File: src/rtl/bcd_sevenseg_scanner.sv
// bcd_sevenseg_scanner: buffers a 4-digit BCD word and scans it onto a common-anode 7-seg display, tear-free.
// Latency: an/seg registered (1 clk); an accepted word reaches the display 2..4*SCAN_DIV+1 clks later.
// Backpressure: bcd_ready low while a word waits for the next frame boundary; optional LEADING_ZERO_BLANK_EN.
module bcd_sevenseg_scanner #(
    parameter int SCAN_DIV = 1000
) (
    input  logic        clk,
    input  logic        rst_n,
    input  logic [15:0] bcd_in,
    input  logic        bcd_valid,
    output logic        bcd_ready,
    output logic [3:0]  an,
    output logic [6:0]  seg
);
    localparam int PW = (SCAN_DIV > 2) ? $clog2(SCAN_DIV) : 1;
    localparam logic [PW-1:0] PRESC_MAX = PW'(SCAN_DIV - 1);

    logic [PW-1:0] presc;
    logic [1:0]    idx;
    logic [15:0]   pending;
    logic          pending_full;
    logic [15:0]   display;

    logic          tick;
    logic          frame_end;
    logic [3:0]    nib;
    logic [6:0]    seg_nxt;
    logic [3:0]    an_nxt;

    assign tick      = (presc == PRESC_MAX);
    assign frame_end = tick && (idx == 2'd3);
    assign bcd_ready = !pending_full;

    always_comb begin
        nib = display[3:0];
        case (idx)
            2'd0: nib = display[3:0];
            2'd1: nib = display[7:4];
            2'd2: nib = display[11:8];
            2'd3: nib = display[15:12];
            default: nib = display[3:0];
        endcase
        seg_nxt = 7'b0111111;
        case (nib)
            4'd0: seg_nxt = 7'b1000000;
            4'd1: seg_nxt = 7'b1111001;
            4'd2: seg_nxt = 7'b0100100;
            4'd3: seg_nxt = 7'b0110000;
            4'd4: seg_nxt = 7'b0011001;
            4'd5: seg_nxt = 7'b0010010;
            4'd6: seg_nxt = 7'b0000010;
            4'd7: seg_nxt = 7'b1111000;
            4'd8: seg_nxt = 7'b0000000;
            4'd9: seg_nxt = 7'b0010000;
            default: seg_nxt = 7'b0111111;
        endcase
`ifdef LEADING_ZERO_BLANK_EN
        // A digit is dark only if it and every more significant digit are zero; units always shows.
        case (idx)
            2'd1: if (display[15:4] == 12'd0) seg_nxt = 7'b1111111;
            2'd2: if (display[15:8] == 8'd0) seg_nxt = 7'b1111111;
            2'd3: if (display[15:12] == 4'd0) seg_nxt = 7'b1111111;
            default: ;
        endcase
`endif
        an_nxt = ~(4'b0001 << idx);
    end

    always_ff @(posedge clk or negedge rst_n) begin
        if (!rst_n) begin
            presc        <= '0;
            idx          <= 2'd0;
            pending      <= 16'h0000;
            pending_full <= 1'b0;
            display      <= 16'h0000;
            an           <= 4'b1111;
            seg          <= 7'b1111111;
        end else begin
            presc <= tick ? '0 : presc + PW'(1);
            if (tick) begin
                idx <= idx + 2'd1;
            end
            // Commit and accept are exclusive: commit needs a full buffer, accept an empty one.
            if (frame_end && pending_full) begin
                display      <= pending;
                pending_full <= 1'b0;
            end else if (bcd_valid && !pending_full) begin
                pending      <= bcd_in;
                pending_full <= 1'b1;
            end
            an  <= an_nxt;
            seg <= seg_nxt;
        end
    end
endmodule

File: config.mk
export PLATFORM = sky130hd
export DESIGN_NAME = bcd_sevenseg_scanner
export DESIGN_NICKNAME = d
export VERILOG_FILES = /design/src/rtl/bcd_sevenseg_scanner.sv
export SDC_FILE = /design/constraint.sdc
export NUM_CORES = 1
export LEC_CHECK = 0
export CORE_MARGIN = 1.5
export CORE_UTILIZATION = 45
export CTS_BUF_LIST = sky130_fd_sc_hd__clkbuf_16
export DETAILED_ROUTE_END_ITERATION = 7
export PLACE_DENSITY = 0.63
export SYNTH_ARGS = -nofsm -noshare
export SYNTH_HDL_FRONTEND = slang
export SYNTH_SLANG_ARGS = --single-unit
export TNS_END_PERCENT = 10
File: constraint.sdc
create_clock -name clk -period 2.79 [get_ports clk]
set_input_delay 0.558 -clock clk [delete_from_list [all_inputs] [get_ports clk]]
set_output_delay 0.558 -clock clk [all_outputs]
set_load 0.02 [all_outputs]
[After elaboration in Yosys (flattened, before gate mapping)]
Memory sizes are Yosys's and may differ from the RTL's. A register that Yosys moved wholly into a read port is not among the register bits.
Index checks and enable logic that the tools add are counted.
Word-level totals
  register bits after elaboration: 49
  latch bits: 0
  RAM bits: 0
  memory bits (read-only): 112
  logic and storage cells: 28
  memories: 1
Memory list
  (no name shown): depth 16, width 7, read ports 1, clocked after Yosys merged registers in 1, wr ports 0, line 44  | case (nib)
Cells by class
  add/subtract/negate cells: 2
  $mul: 0
  divide/modulo/power cells: 0
  order comparisons: 0
  eq/ne operators: 4
  shifts and indexed selects: 1
  mux-type cells: 4
  bitwise operators: 2
  reduce and logical (&&, ||, !) cells: 8
Operator list (number)
  case mux 4 bit (4 select lines): 1
  adder 10 x 1 -> 10 bit (second input constant): 1
  == test 10 bit (second input constant): 1
  two-way mux 10 bit: 1
  == test 2 bit (second input constant): 2
  inverter 4 bit: 1
  left shift 1 x 2 -> 4 bit (first input constant): 1
  logical AND 1 bit: 3
  adder 2 x 1 -> 2 bit (second input constant): 1
  == test 2 x 1 -> 1 bit (second input constant): 1
  zero test 1 bit: 2
  zero test 2 bit: 1
  two-way mux 1 bit: 2
  AND reduction 2 bit: 1
  nonzero test 2 bit: 1
  inverter 1 bit: 1

[Longest topological paths before layout]
  depth in word-level cells: 5
  gate-level depth with buffers: 8

[Worst setup path before layout]
OpenSTA, ideal clock, no wires.
  kind: reg2reg
  start point: register idx[0]
  end point: register seg[3]
  data arrival time: 1.898 ns
  data required time: 2.705 ns
  path slack: 0.807 ns
  stages on the path, launching flop included: 8
  path buffers: 1
  cells stage by stage: dfrtp_1 inv_1 ha_1 clkbuf_1 mux2i_1 inv_1 ha_1 o221ai_1
Between the ends
  cells in the longest elaborated chain, start to end: 2
  elaborated cells between the ends (all ways): 5
  classes of those cells: 3 x eq/ne; 1 x mux; 1 x reduce/logical
RTL lines
  from (decl): line 19  | logic [1:0] idx;
  from (signal assigned): line 81  | idx <= idx + 2'd1;
  == test 2 bit (tied with other cells): line 36  | case (idx)
  case mux 4 bit (4 select lines) *: line 36
  to (decl): line 13  | output logic [6:0] seg
Mark *: on every way between the ends. The rest lies on a longest branch, timed or not.
A chain may end at the register's enable or synchronous reset.

[Final worst setup path]
Same ends and word-level chain as after synthesis.

==> flow_metrics.tcl <==
set metrics [dict create \
    rr_worst_depth 6 \
    layout_commonest_cell "dfrtp_1" \
    rsz0062_at_grt "no" \
    ys_seq_area_share_pct 57.8 \
    grt_pass1_vias 1595 \
    dp_hpwl_um 3290 \
    dpl_cell_area_sq_mm 0.00283 \
    grt_max_degree 24 \
    path_max_fanout 7 \
    insertion_delay_ns 0.29 \
    wl_um 4350 \
    crit_path_start_kind "register" \
    die_y_um 76.8 \
    cts_num_sinks 56 \
    setup_viol 0 \
    synth_edf_count 0 \
    drt_first_pass_iters 4 \
    syn2layout_area_growth_pct 22.3 \
    hp-class "in -> async" \
    worstPathArrival_ns 2.46 \
    cap_violations 0 \
    p_seq_share_pct 53.1 \
    viasPerCell 5.20 \
    avgSynthCellArea_sq_um 13.5 \
    setup-tns-final_ns 0 \
    period_minus_slack_ns 2.27 \
    antenna_left 0 \
    hold_viol_final 0 \
    ys.flop_type "dfrtp_1" \
    dr_total_vias 1508 \
    cts-root-buf "clkbuf_16" \
    clock_skew_ns 0.00311 \
    ys_ff_latch 56 \
    io_buffers 30 \
    die_w_um 76.8 \
    cts.clk_slew.worst_paths_ns 0.07 \
    drcViolationCount 0 \
    final_nets 247 \
    diodes 0 \
    p_per_area_mw_per_mm2 538 \
    ios 31 \
    grt.overflow.total 0 \
    synthesis.nets 210 \
    postCtsSetupBuffers 0 \
    tightest_slew_ns 0.569 \
    ys_warn_count 0 \
    slew_headroom_pct 61.0 \
    ys_async_sr_fraction_pct 100 \
    gp_congestion 0.712 \
    cts_resized 0 \
    ctsLongestPathBuffers 2 \
    synth.top_cell.area_share_pct 46.0 \
    ctsHtreeMaxLevel 2 \
    period_share_pct 81.2 \
    synth_area_sq_mm 0.00245 \
    cts_tree "done" \
    antenna_found_initial 0 \
    wire_per_inst_um 15.0 \
    holdBufCountCts 0 \
    combPwrFrac_pct 4.2 \
    grt_usage_pct 16.6 \
    rows 26 \
    leakage_nw 1.35 \
    design_area_sq_mm 0.00300 \
    crit_path_start "idx[0]" \
    crit_type "reg -> reg" \
    netlist-cell-type-count 35 \
    syn_inst 182 \
    p_sw_share_pct 19.1 \
    pwr-share-clk_pct 42.7 \
    end_kind "register" \
    drt_iter0_drc 59 \
    design.core.area_sq_mm 0.00517 \
    max_clock_freq_ghz 0.441 \
    numCtsBuffers 5 \
    start_util_pct 47.4 \
    synthTopCellsByArea "dfrtp_1 46%, dfstp_2 12%, mux2_2 11%" \
    required_ns 2.99 \
    intPower_w 0.00130 \
    die_area_sq_mm 0.00590 \
    timing.rr.start "idx[0]" \
    status "finished clean" \
    switchingPower_w 0.000307 \
    layout-drive-gt1-share_pct 27.7 \
    grt_first_pass_wirelength_um 7600 \
    ir_worst_vdd_v 0.000407 \
    slew_viol_final 0 \
    mostFrequentLayoutCells "45 x dfrtp_1, 29 x clkdlybuf4s50_1, 24 x mux2_2" \
    synth_top_area_cell "dfrtp_1" \
]
## path summary, 6_finish.rpt
check | slack [ns] | endpoint
setup / recovery | 0.52 | seg[3]
hold / removal | 0.18 | pending[3]
setup reg to reg | 0.52 | seg[3]
hold reg to reg | 0.45 | presc[0]
max in group asynchronous | 1.97 | an[0]
min in group clk | 0.45 | presc[0]
## power groups by stage
stage | Sequential (W) | Clock (W) | Combinational, W
floorplan | 0.000863 | 0 | 0.0000241
global placement | 0.000867 | 0 | 0.0000660
detailed placement | 0.000870 | 0 | 0.0000700
CTS | 0.000855 | 0.000707 | 0.0000701
global route | 0.000857 | 0.000749 | 0.0000760
finish | 0.000855 | 0.000688 | 0.0000678
## final cells by class
class                           instances  area, sq um
Sequential cell                        56         1420
Tap cell                               70         87.6
Fill cell                             446         2180
Clock buffer                            5          125
Timing Repair Buffer                   35          333
Clock inverter                          3         42.5
Inverter                               15         56.3
Multi-Input combinational cell        106          936
## registers in the layout (all words and copies together) (netlist names)
signal and flops:
an 4, idx 2, pending_full 1, presc 10, seg 7, pending 16
display 16
## logic make-up (layout without fill, tap and decap cells)
group / count (synthesis) / after routing / synth area share [%]
compound gates: 17 / 17 / 4.75
flops: 56 / 56 / 57.8
simple gates: 36 / 36 / 8.17
fa+ha+maj: 9 / 9 / 4.60
buf+inv: 20 / 58 / 4.03
mux: 37 / 37 / 18.2
xor+xnor: 7 / 7 / 2.50
## cell usage after synthesis (5+ instances only)
cell type and instances:
dfrtp_1 45, mux2_2 24, inv_1 15, dfstp_2 11, ha_1 9, mux2_4 9, nand2_1 9, nor2_1 8
nand3_1 7, xor2_1 5
## critical path, stage by stage (launching register included)
cell	delay (ns)
dfrtp_1	0.41
inv_1	0.16
ha_1	0.34
mux2i_1	0.55
inv_1	0.15
ha_1	0.35
o221ai_1	0.22
## per-layer routing
| metal | up-vias | share of wire [%] | track usage (%) |
|---|---|---|---|
| li1 | 704 | - | - |
| met5 | - | 0 | 0 |
| met1 | 760 | 42 | 19.8 |
| met4 | 0 | 2.0 | 7.22 |
| met2 | 35 | 52 | 29.2 |
| met3 | 9 | 3.2 | 2.86 |
## through the flow
step	utilization (%)	setup WS, ns	power (W)	instances	hold slack (ns)
after floorplan	-	0.807	0.000887	182	0.262
after global placement	54.7	0.717	0.000933	282	0.444
after detailed placement	54.7	0.603	0.000940	282	0.450
after CTS	57.9	0.517	0.00163	290	0.188
after global routing	57.9	0.292	0.00168	290	0.200
final	57.9	0.524	0.00161	290	0.185
Power figures use the tool's default switching activity.
